<file path="src/rtl/branch_resolve_queue_if.sv">
// Predict / resolve / predictor-update handshake bundle for the branch resolve queue.
// The master side is the pipeline front end; the slave side is the queue itself.
interface branch_resolve_queue_if;
    logic        pred_val;
    logic        pred_rdy;
    logic [31:0] pred_pc;
    logic        pred_taken;
    logic        res_val;
    logic        res_rdy;
    logic        res_taken;
    logic        upd_en;
    logic        upd_val;
    logic [31:0] upd_pc;
    logic        mispredict;

    modport master (
        output pred_val, pred_pc, pred_taken, res_val, res_taken,
        input  pred_rdy, res_rdy, upd_en, upd_val, upd_pc, mispredict
    );

    modport slave (
        input  pred_val, pred_pc, pred_taken, res_val, res_taken,
        output pred_rdy, res_rdy, upd_en, upd_val, upd_pc, mispredict
    );
endinterface

</file>
<file path="src/rtl/branch_resolve_queue.sv">
// In-order queue of predicted branches. Resolving the oldest entry produces a registered
// predictor update, and on a mispredict every younger entry is flushed.
module branch_resolve_queue #(
    parameter int unsigned DEPTH     = 8,
    parameter int unsigned CNT_NBITS = 32
) (
    input  logic                     clk,
    input  logic                     reset,
    branch_resolve_queue_if.slave    bus,
    output logic [$clog2(DEPTH):0]   occupancy,
    output logic [CNT_NBITS-1:0]     cnt_branches,
    output logic [CNT_NBITS-1:0]     cnt_mispred
);
    localparam int unsigned PTR_W = $clog2(DEPTH);
    localparam logic [PTR_W:0] OCC_FULL = (PTR_W + 1)'(DEPTH);

    logic [PTR_W-1:0] head;
    logic [PTR_W-1:0] tail;
    logic [32:0]      mem [DEPTH];

    logic        enq_fire;
    logic        res_fire;
    logic        mis;
    logic [31:0] head_pc;
    logic        head_taken;

    always_comb begin
        bus.pred_rdy = (occupancy != OCC_FULL);
        bus.res_rdy  = (occupancy != '0);
        head_pc      = mem[head][32:1];
        head_taken   = mem[head][0];
        res_fire     = bus.res_val && bus.res_rdy;
        mis          = res_fire && (bus.res_taken != head_taken);
        // A mispredict flushes the queue, so a same-cycle enqueue is discarded.
        enq_fire     = bus.pred_val && bus.pred_rdy && !mis;
    end

    always_ff @(posedge clk) begin
        if (enq_fire) begin
            mem[tail] <= {bus.pred_pc, bus.pred_taken};
        end
    end

    always_ff @(posedge clk or posedge reset) begin
        if (reset) begin
            head           <= '0;
            tail           <= '0;
            occupancy      <= '0;
            bus.upd_en     <= 1'b0;
            bus.upd_val    <= 1'b0;
            bus.upd_pc     <= '0;
            bus.mispredict <= 1'b0;
            cnt_branches   <= '0;
            cnt_mispred    <= '0;
        end else begin
            bus.upd_en     <= res_fire;
            bus.mispredict <= mis;
            if (res_fire) begin
                bus.upd_val <= bus.res_taken;
                bus.upd_pc  <= head_pc;
                if (cnt_branches != '1) begin
                    cnt_branches <= cnt_branches + 1'b1;
                end
                if (mis && (cnt_mispred != '1)) begin
                    cnt_mispred <= cnt_mispred + 1'b1;
                end
            end
            // Flush by collapsing both pointers onto the slot after the resolved head.
            if (mis) begin
                head      <= head + 1'b1;
                tail      <= head + 1'b1;
                occupancy <= '0;
            end else begin
                if (res_fire) begin
                    head <= head + 1'b1;
                end
                if (enq_fire) begin
                    tail <= tail + 1'b1;
                end
                if (enq_fire && !res_fire) begin
                    occupancy <= occupancy + 1'b1;
                end else if (res_fire && !enq_fire) begin
                    occupancy <= occupancy - 1'b1;
                end
            end
        end
    end
endmodule
</file>
<file path="src/flat_wrapper.sv">
// flat-port wrapper written by rule: the top's interface ports become plain ports
module branch_resolve_queue_flat 
#(
    parameter int unsigned DEPTH     = 8,
    parameter int unsigned CNT_NBITS = 32
)
  (clk, reset, occupancy, cnt_branches, cnt_mispred, bus_pred_val, bus_pred_pc, bus_pred_taken, bus_res_val, bus_res_taken, bus_pred_rdy, bus_res_rdy, bus_upd_en, bus_upd_val, bus_upd_pc, bus_mispredict);
  branch_resolve_queue_if bus_i ();
  input  logic clk;
  input  logic reset;
  output logic [$clog2(DEPTH):0] occupancy;
  output logic [CNT_NBITS-1:0] cnt_branches;
  output logic [CNT_NBITS-1:0] cnt_mispred;
  input wire logic [$bits(bus_i.pred_val)-1:0] bus_pred_val;
  input wire logic [$bits(bus_i.pred_pc)-1:0] bus_pred_pc;
  input wire logic [$bits(bus_i.pred_taken)-1:0] bus_pred_taken;
  input wire logic [$bits(bus_i.res_val)-1:0] bus_res_val;
  input wire logic [$bits(bus_i.res_taken)-1:0] bus_res_taken;
  output wire logic [$bits(bus_i.pred_rdy)-1:0] bus_pred_rdy;
  output wire logic [$bits(bus_i.res_rdy)-1:0] bus_res_rdy;
  output wire logic [$bits(bus_i.upd_en)-1:0] bus_upd_en;
  output wire logic [$bits(bus_i.upd_val)-1:0] bus_upd_val;
  output wire logic [$bits(bus_i.upd_pc)-1:0] bus_upd_pc;
  output wire logic [$bits(bus_i.mispredict)-1:0] bus_mispredict;
  assign bus_i.pred_val = bus_pred_val;
  assign bus_i.pred_pc = bus_pred_pc;
  assign bus_i.pred_taken = bus_pred_taken;
  assign bus_i.res_val = bus_res_val;
  assign bus_i.res_taken = bus_res_taken;
  assign bus_pred_rdy = bus_i.pred_rdy;
  assign bus_res_rdy = bus_i.res_rdy;
  assign bus_upd_en = bus_i.upd_en;
  assign bus_upd_val = bus_i.upd_val;
  assign bus_upd_pc = bus_i.upd_pc;
  assign bus_mispredict = bus_i.mispredict;
  branch_resolve_queue #(.DEPTH(DEPTH), .CNT_NBITS(CNT_NBITS)) u_core (.clk(clk), .reset(reset), .bus(bus_i), .occupancy(occupancy), .cnt_branches(cnt_branches), .cnt_mispred(cnt_mispred));
endmodule
</file>
<file path="config.mk">
export PLATFORM = sky130hd
export DESIGN_NAME = branch_resolve_queue_flat
export DESIGN_NICKNAME = d
export VERILOG_FILES = /design/src/rtl/branch_resolve_queue_if.sv /design/src/rtl/branch_resolve_queue.sv /design/src/flat_wrapper.sv
export SDC_FILE = /design/constraint.sdc
export NUM_CORES = 1
export LEC_CHECK = 0
export CORE_MARGIN = 2
export CORE_UTILIZATION = 53
export CTS_BUF_LIST = sky130_fd_sc_hd__clkbuf_4 sky130_fd_sc_hd__clkbuf_8
export DETAILED_ROUTE_END_ITERATION = 7
export PLACE_DENSITY = 0.78
export SLEW_MARGIN = 10
export SYNTH_ARGS = -nofsm -noshare
export SYNTH_HDL_FRONTEND = slang
export SYNTH_SLANG_ARGS = --single-unit
</file>
<file path="constraint.sdc">
create_clock -name clk -period 4.7 [get_ports clk]
set_input_delay 0.47 -clock clk [delete_from_list [all_inputs] [get_ports clk]]
set_output_delay 0.47 -clock clk [all_outputs]
set_load 0.01 [all_outputs]
</file>
Word-level counts from Yosys, hierarchy flattened
Memory sizes are Yosys's and may differ from the RTL's.
Cells that the tools add are included.
{ "totals": {"reg_bits": 109, "ram_bits": 264, "output_inout_bits": 105, "wordCells": 45, "n_memories": 1} }
{ "op_classes": {"n_addsub": 6, "eq_ne": 4, "n_mux": 9, "reduce_logical": 16} }
{ "mem_list": {"columns": ["memory", "words", "word_bits", "rd", "rd_clocked_by_memory_dff", "write_ports", "line_no", "rtl"], "rows": [
  ["u_core.mem", 8, 33, 1, 0, 1, "branch_resolve_queue.sv:19", "logic [32:0] mem [DEPTH];"]
]} }
{ "op_table": {"columns": ["operator", "count"], "rows": [
  ["32-bit by 1-bit adder with 32-bit output, second input constant", 2],
  ["32-bit != test, second input constant", 2],
  ["3-bit two-way mux", 4],
  ["4-bit two-way mux", 3],
  ["1-bit logical AND", 7],
  ["3-bit by 1-bit adder with 3-bit output, second input constant", 2],
  ["4-bit by 1-bit adder with 4-bit output, second input constant", 1],
  ["4-bit != test, second input constant", 1],
  ["2-bit AND reduction", 2],
  ["2-bit nonzero test", 2],
  ["4-bit nonzero test", 1],
  ["4-bit by 1-bit subtractor with 4-bit output, second input constant", 1],
  ["1-bit zero test", 3],
  ["3-bit nonzero test", 1],
  ["1-bit two-way mux", 2],
  ["1-bit != test", 1]
]} }

Depth between registers and ports, before layout
Gate-level depths: netlist of the first run.
{ "logic_depth": {"depth_word": 10, "depth_mapped": 16} }

Least setup slack after synthesis of the first run
No wires, ideal clock.
{ "synth_path": {"path_kind": "reg2reg", "start": "reg u_core.head[0]", "end": "mem u_core.mem[1][0], enable pin", "setup_ns": 0.464, "arrival_ns": 4.071, "setup_slack_ns": 0.164, "path_stages_with_launch": 7, "path_buffers": 1, "synth_period_minus_slack_ns": 4.536, "cell_sequence": "dfrtp_1 > buf_6 > mux2_1 > mux4_2 > mux2i_4 > nand4_1 > nor3_1"} }
{ "synth_between": {"elab_chain_cells": 7} }
{ "synth_lines": {"columns": ["element", "line_no", "rtl"], "rows": [
  ["start: declaration", "branch_resolve_queue.sv:17", "logic [PTR_W-1:0] head;"],
  ["start signal: assignment", "branch_resolve_queue.sv:70", "head <= head + 1'b1;"],
  ["start signal: assignment", "branch_resolve_queue.sv:75", "head <= head + 1'b1;"],
  ["memory read 8 x 33 bit", null, null],
  ["1-bit != test", "branch_resolve_queue.sv:33", "mis = res_fire && (bus.res_taken != head_taken);"],
  ["1-bit logical AND", "branch_resolve_queue.sv:33", null],
  ["1-bit zero test", "branch_resolve_queue.sv:35", "enq_fire = bus.pred_val && bus.pred_rdy && !mis;"],
  ["1-bit logical AND", "branch_resolve_queue.sv:35", null],
  ["1-bit two-way mux", "branch_resolve_queue.sv:39", "if (enq_fire) begin"],
  ["1-bit two-way mux (implied by the code)", "branch_resolve_queue.sv:40", "mem[tail] <= {bus.pred_pc, bus.pred_taken};"],
  ["end: declaration", "branch_resolve_queue.sv:19", null]
]} }
Every way passes these cells.

Final worst setup path of the first run
{ "layout_path": {"start": "reg u_core.head[0]", "end": "reg u_core.occupancy[3]"} }
{ "layout_between": {"elab_chain_cells": 8, "word_cells_on_any_way": 11} }
{ "layout_lines": {"columns": ["element", "line_no", "rtl"], "rows": [
  ["memory read 8 x 33 bit (*)", null, null],
  ["1-bit != test (*)", "branch_resolve_queue.sv:33", null],
  ["1-bit logical AND (*)", "branch_resolve_queue.sv:33", null],
  ["1-bit zero test", "branch_resolve_queue.sv:35", null],
  ["1-bit logical AND", "branch_resolve_queue.sv:35", null],
  ["1-bit logical AND / 1-bit zero test (equally long branches)", "branch_resolve_queue.sv:80, branch_resolve_queue.sv:82", null],
  ["4-bit two-way mux / 1-bit logical AND (equally long branches)", "branch_resolve_queue.sv:80, branch_resolve_queue.sv:82", null],
  ["4-bit two-way mux / 3-bit nonzero test (equally long branches)", null, null],
  ["end signal: assignment", "branch_resolve_queue.sv:81", "occupancy <= occupancy + 1'b1;"],
  ["end signal: assignment", "branch_resolve_queue.sv:83", "occupancy <= occupancy - 1'b1;"],
  ["end: declaration", "branch_resolve_queue.sv:10", "output logic [$clog2(DEPTH):0] occupancy,"]
]} }
Mark *: on every way between the ends. The rest lies on a longest branch, timed or not.
A chain may end at the register's enable or synchronous reset.

==> results by group, run 1 <==
Power and ir drop
  – Internal Power: 7.11 mW
  – Leak: ~6.5 nW
  – Net switching power figure: between 2 and 3 mW
  – Clock power share: between 20% and 30%
  – Comb pwr share: approximately 27%
  – Sequential share of power: between 40% and 50%
  – Max VDD drop: around 0.33 mV
  – Sw Ratio: ~30%
  – Pwr/cell area: around 560 nW/um2

STA
  – Setup violators final: 0
  – Fmax achieved: between 0.2 and 0.3 GHz
  – RSZ-0062 raised after global routing: false
  – Final Critical Period: 3.91 ns
  – Layout Skew: approximately 0.019 ns
  – Worst slew pin tran: around 0.93 ns
  – Setup_tns: 0 ns
  – Max_slew headroom: between 30% and 40%
  – Fin. Hold Viols: 0
  – Tcrit/Tclk final: 83.3%
  – Fin. max-slew vios: 0

Floorplan
  – Cell Rows: 61
  – Die height: between 150 and 200 um
  – Die W: around 170 um
  – Die ar.: roughly 30000 um2
  – I/O Pins: between 100 and 150
  – Initial Util: 53.8%
  – Core Area: between 20000 and 30000 um2

Routing
  – Antenna Nets Post-Route: 0
  – DRC violations left: 0
  – Initial drt markers: ~710
  – Wirelength, routed: about 29000 um
  – Pre-antenna DRT Iters: 5
  – Via count: slightly above 8000
  – Vias per inst: 5.58
  – Routed len/inst: around 20 um

Placed design
  – PortBufs: between 100 and 150
  – Placed cells: about 1400
  – HPWL after detailed placement: between 15000 and 20000 um
  – Cell Area, Placed: 16800 um2
  – Placer Congestion: approximately 0.8

Setup path
  – WP data arrival: roughly 4.4 ns
  – WS Path Type: flop to flop
  – CP top delay family: multiplexers
  – Critical path's largest stage delay: 0.84 ns
  – WP data required: 5.22 ns
  – Slowest-stage cell, CP: dfrtp_4
  – CP Buf/Inv Count: 2
  – Worst-path fanout max: 34
  – CP endpoint kind: flop
  – Crit path cell chain: mux2_2, mux4_2, mux2i_4, inv_2, nor2_1, ha_1, inv_1, ha_1, a21o_1, a21oi_1, xnor2_1, or3_1, a21oi_1
  – Startpoint Class: flop

Global routing
  – First-pass GRT wire length: roughly 46000 um
  – Initial antenna violation count: 0
  – Number of global-route vias before repair: ~8400
  – Total track usage: 20.4%
  – GR Overflow Total: 0
  – Largest net degree at the start of global routing: slightly below 90

Final layout
  – Post-route cell area: 18100 um2
  – Number of fill cells in the layout: slightly below 2000
  – Final antenna diode count: 0
  – Share of layout cells above drive strength 1: approximately a fifth
  – Layout Nets: 1097
  – Area Growth Syn to Fin: 21.3%
  – Layout Cells excl Fill: 1477

Clock tree
  – TritonCTS buffer count: 56
  – Post-CTS Setup Bufs: 0
  – Root buffer cell: clkbuf_8
  – CTS tree: yes
  – Clock Tree Buf Depth: 3
  – # hold bufs at CTS: 0
  – Post-cts sizing count: 0
  – Clock Sinks: roughly 370
  – Clock slew at reported path FFs: 0.07 ns
  – Max H-tree Level: 2
  – Clk Latency, worst-skew pair: 0.59 ns

Synth
  – Async SR Flop Fraction: 29.2%
  – Post-synth EDFFs: between 200 and 300
  – Main area contributors after synthesis: edfxtp_1, dfrtp_1, mux4_2, mux2i_1, xnor2_1
  – Yosys reg bits: 373
  – Ys flop type: edfxtp_1
  – Area leader, netlist: edfxtp_1
  – Syn avg cell area: roughly 17 um2
  – Gate Count Post-Synth: about 870
  – Synth cell types: 48
  – Commonest cells in the netlist: edfxtp_1, dfrtp_1, mux4_2, nand2_1, xnor2_1
  – Synthesized net count: around 900
  – Yosys Warn Count: 0
  – Yosys top cell area share: 53.1%
  – Count leader, synth: edfxtp_1
  – Seq/Total Area, Yosys: slightly above 70%
  – Cell Area, Synth: between 10000 and 15000 um2

Run status
  – Status: finished, final reports clean

Worst hold path
  – Type of the worst min-delay path: primary input to async pin

Flow run
  – Max_cap viols: 0
metal layers:
layer	global-route usage, %	wire length (um)	part of all wire, %	vias to the layer above
li1	-	-	-	3763
met1	29.4	13300	45	4161
met2	33.0	14100	48	286
met3	3.78	1820	6.2	27
met4	4.64	354	1.2	0
met5	0	0	0	-
registers in the layout (all words and copies together) (netlist names), 3 cells and up:
register / flops
u_core.head: 3
u_core.cnt_branches: 32
u_core.occupancy: 4
u_core.cnt_mispred: 32
u_core.tail: 3
u_core.bus.upd_pc: 32
u_core.mem: 264
cells in the final DEF (no fill, tap or decap), types with 2 or more instances in the layout:
| master | instances |
|---|---|
| mux2i_1 | 35 |
| clkbuf_4 | 7 |
| buf_4 | 18 |
| mux2_2 | 6 |
| clkbuf_8 | 73 |
| inv_2 | 2 |
| inv_1 | 9 |
| nand4b_1 | 2 |
| mux2_1 | 2 |
| edfxtp_1 | 264 |
| a21o_1 | 2 |
| nor3_1 | 17 |
| inv_6 | 3 |
| nor4_1 | 8 |
| a21oi_1 | 4 |
| nor2_4 | 6 |
| o21ai_0 | 34 |
| or3_1 | 4 |
| clkdlybuf4s50_1 | 142 |
| and2_1 | 6 |
| xor2_1 | 24 |
| and3_1 | 11 |
| nand4_1 | 31 |
| dfrtp_4 | 2 |
| bufinv_16 | 3 |
| mux4_2 | 65 |
| xnor2_1 | 40 |
| and4_1 | 12 |
| clkinv_1 | 4 |
| nand3_1 | 26 |
| dfrtp_1 | 106 |
| nor2_1 | 19 |
| clkinv_2 | 14 |
| nand2b_1 | 4 |
| ha_1 | 7 |
| nor4_2 | 2 |
| nand2_1 | 64 |
power by group through the flow:
stage,combinational (mW),sequential [mW],clock (mW)
2_1_floorplan,1.78,4.48,0
3_3_place_gp,2.73,4.51,0
3_5_place_dp,2.79,4.54,0
4_1_cts,2.81,4.48,2.94
5_1_grt,3.00,4.53,3.09
6_report,2.76,4.47,2.88
kinds of logic (layout without fill, tap and decap cells):
| logic type | count (synthesis) | in the layout | synth area share [%] |
|---|---|---|---|
| buf+inv | 51 | 278 | 1.55 |
| compound gates | 47 | 47 | 1.85 |
| fa+ha+maj | 8 | 8 | 0.720 |
| flops | 373 | 373 | 71.3 |
| xor+xnor | 64 | 64 | 3.75 |
| simple gates | 220 | 220 | 7.89 |
| mux | 109 | 109 | 12.9 |
path summary, 6_finish.rpt:
kind	start	endpoint	slack [ns]	cells after the start
max	u_core.head[0]$_DFFE_PP0P_	u_core.occupancy[3]$_DFFE_PP0P_	0.79	13
min	reset	u_core.cnt_branches[31]$_DFFE_PP0P_	0.36	2
max reg2reg	u_core.head[0]$_DFFE_PP0P_	u_core.occupancy[3]$_DFFE_PP0P_	0.79	13
min reg2reg	u_core.bus.upd_pc[23]$_DFFE_PP0P_	u_core.bus.upd_pc[23]$_DFFE_PP0P_	0.48	2
max in group asynchronous	reset	u_core.bus.upd_pc[24]$_DFFE_PP0P_	3.46	3
min in group clk	u_core.bus.upd_pc[23]$_DFFE_PP0P_	u_core.bus.upd_pc[23]$_DFFE_PP0P_	0.48	2
cell type report:
class                   instances  area (um2)  share of cell area [%]
clock buffers                  80        1060                    5.83
inverters                      12        47.5                   0.262
multi-input cells             448        4110                    22.7
flip-flops and latches        373       10700                    58.8
repair buffers                160        1560                    8.59
clock inverters                26         218                    1.20
well taps                     378         473                    2.61
stage by stage:
stage / setup slack [ns] / power [mW] / utilization [%] / hold WS (ns)
5_1_grt: 0.515 / 10.6 / 65.2 / 0.431
3_5_place_dp: 0.790 / 7.33 / 60.6 / 0.472
2_1_floorplan: 0.164 / 6.26 / - / 0.516
3_3_place_gp: 0.857 / 7.24 / 60.6 / 0.462
6_report: 0.786 / 10.1 / 65.2 / 0.363
4_1_cts: 0.758 / 10.2 / 65.2 / 0.375
Note: power is estimated with default switching activity, not from simulation.
==> run 2, diff against run 1 <==
Settings changed: CORE_UTILIZATION 53 to 55, PLACE_DENSITY 0.78 to 0.77.
Clock period 4.7 ns to 4 ns, I/O delays scaled along.
==> results by group, run 2 (synthesis gave the netlist of run 1 again) <==
STA
  – RSZ-0062 raised after global routing: false
  – Fmax achieved: 0.288 GHz (+13%)
  – Fin. Hold Viols: 0 (unchanged)
  – Setup_tns: 0 ns (unchanged)
  – Final Critical Period: 3.47 ns (-0.440 ns)
  – Max_slew headroom: 36.5% (-1.2 points)
  – Tcrit/Tclk final: 86.8% (+3.6 points)
  – Layout Skew: 0.0416 ns (+0.0227 ns)
  – Worst slew pin tran: 0.953 ns (+0.0184 ns)
  – Fin. max-slew vios: 0 (unchanged)
  – Setup violators final: 0 (unchanged)

Floorplan
  – Core Area: 26800 um2 (-3.5%)
  – Initial Util: 55.7% (+2.0 points)
  – Die W: 169 um (-1.8%)
  – Die height: 169 um (-1.8%)
  – Die ar.: 28500 um2 (-3.6%)
  – I/O Pins: 143 (unchanged)
  – Cell Rows: 60 (-1.6%)

Routing
  – Antenna Nets Post-Route: 0 (unchanged)
  – Uppermost layer routed: met4
  – Routed len/inst: 20.6 um (+3.2%)
  – Vias per inst: 5.79 (+3.9%)
  – Wire length on met1: 12900 um (-2.5%)
  – Routed wl met2: 14300 um (+1.5%)
  – Met3 WL post-DR: 1980 um (+9.2%)
  – Wirelength, routed: 29600 um (+0.45%)
  – Initial drt markers: 802 (+12%)
  – Via count: 8332 (+1.2%)
  – Pre-antenna DRT Iters: 5 (unchanged)
  – DRC violations left: 0 (unchanged)

Run status
  – Status: finished, final reports clean

Setup path
  – WP data arrival: 3.98 ns (-0.45 ns)
  – WP data required: 4.51 ns (-0.71 ns)
  – Worst-path fanout max: 8 (-76%)
  – CP endpoint kind: flop
  – Startpoint Class: flop
  – WS Path Type: flop to flop

Clock tree
  – Clock Sinks: 373 (unchanged)
  – Clk Latency, worst-skew pair: 0.61 ns (+0.02 ns)
  – Root buffer cell: clkbuf_8
  – Post-CTS Setup Bufs: 0 (unchanged)
  – CTS tree: yes
  – TritonCTS buffer count: 56 (unchanged)
  – Clock slew at reported path FFs: 0.06 ns (about the same)
  – Max H-tree Level: 2 (unchanged)
  – Post-cts sizing count: 0 (unchanged)
  – Clock Tree Buf Depth: 3 (unchanged)
  – # hold bufs at CTS: 0 (unchanged)

Final layout
  – Area Growth Syn to Fin: 21.1%
  – Top reg by flops: u_core.mem
  – Commonest non-fill, non-tap cells in the layout: edfxtp_1, clkdlybuf4s50_1, dfrtp_1
  – Most common cell after layout, fill and taps aside: edfxtp_1
  – Final antenna diode count: 0 (unchanged)
  – Layout Nets: 1098 (+0.091%)
  – Share of layout cells above drive strength 1: 18.7% (-0.60 points)
  – Post-route cell area: 18100 um2 (-0.15%)
  – Max reg flops: 264 (unchanged)

Global routing
  – First-pass GRT wire length: 46700 um (+1.3%)
  – GR Overflow Total: 0 (unchanged)
  – Initial antenna violation count: 0 (unchanged)
  – Largest net degree at the start of global routing: 87 (unchanged)
  – Number of global-route vias before repair: 8406 (-0.024%)
  – Total track usage: 21.3% (+0.87 points)

Placed design
  – PortBufs: 142 (unchanged)
  – Cell Area, Placed: 16900 um2 (+0.33%)
  – Placer Congestion: 0.838 (+2.1%)
  – HPWL after detailed placement: 18000 um (-2.6%)

Worst hold path
  – Type of the worst min-delay path: primary input to async pin

Power and ir drop
  – Max VDD drop: 0.333 mV (+0.39%)
  – Leak: 6.52 nW (-0.37%)
  – Tot Pwr: 11.8 mW (+16%)
  – Pwr/cell area: 650 nW/um2 (+17%)

Flow run
  – Max_cap viols: 0 (unchanged)
## run 2: cell types whose count changed in the layout (fill, tap and decap cells not counted), sizes merged
cell      previous run  this run
clkinvlp             1         2
inv                 15        12
buf                 18        19
clkbuf              80        86
bufinv               3         2
clkinv              19        13
## run 2: worst paths after layout
path | from | endpoint | slack [ns] | depth (start not counted)
min in group clk | u_core.bus.upd_pc[8]$_DFFE_PP0P_ | u_core.bus.upd_pc[8]$_DFFE_PP0P_ | 0.48 | 2
min reg2reg | u_core.bus.upd_pc[8]$_DFFE_PP0P_ | u_core.bus.upd_pc[8]$_DFFE_PP0P_ | 0.48 | 2
max | u_core.head[0]$_DFFE_PP0P_ | u_core.occupancy[3]$_DFFE_PP0P_ | 0.53 | 13
max reg2reg | u_core.head[0]$_DFFE_PP0P_ | u_core.occupancy[3]$_DFFE_PP0P_ | 0.53 | 13
max in group asynchronous | reset | u_core.cnt_mispred[26]$_DFFE_PP0P_ | 2.94 | 3
min | reset | u_core.cnt_branches[25]$_DFFE_PP0P_ | 0.32 | 2
## run 2: cell type report
| cell class | instances | area (um2) |
|---|---|---|
| flip-flops and latches | 373 | 10700 |
| fillers | 1782 | 8710 |
| multi-input cells | 448 | 4110 |
| repair buffers | 161 | 1650 |
| clock buffers | 86 | 1050 |
| well taps | 341 | 427 |
| clock inverters | 17 | 140 |
| inverters | 12 | 47.5 |
## run 2: per-layer routing
layer / global-route usage [%] / vias to the layer above
li1: - / 3757
met1: 29.9 / 4232
met2: 34.8 / 306
met3: 4.04 / 37
met4: 5.88 / 0
met5: 0 / -
## run 2: power by group
part	total, mW	switching (mW)	leakage (nW)	internal (mW)
registers	5.17	0.346	3.80	4.82
logic	3.37	1.72	2.10	1.65
clock network	3.22	1.41	0.625	1.80
total	11.8	3.48	6.52	8.28
## run 2: worst max-delay path: stages (launching register included)
cell	delay (ns)
dfrtp_4	0.51
mux2_1	0.33
mux4_2	0.52
mux2i_4	0.35
inv_2	0.12
nor2_1	0.13
ha_1	0.22
inv_1	0.09
ha_1	0.27
a21o_1	0.15
a21oi_1	0.16
xnor2_1	0.09
or3_1	0.30
a21oi_1	0.14
## run 2: stage by stage
step                hold slack [ns]  util, %  instances  setup WS [ns]
floorplan                     0.499        -        872          0.142
global placement              0.462     63.1       1335          0.573
finish                        0.323     67.5       1438          0.527
detailed placement            0.469     63.1       1335          0.563
CTS                           0.321     67.5       1438          0.509
global route                  0.364     67.5       1438          0.261
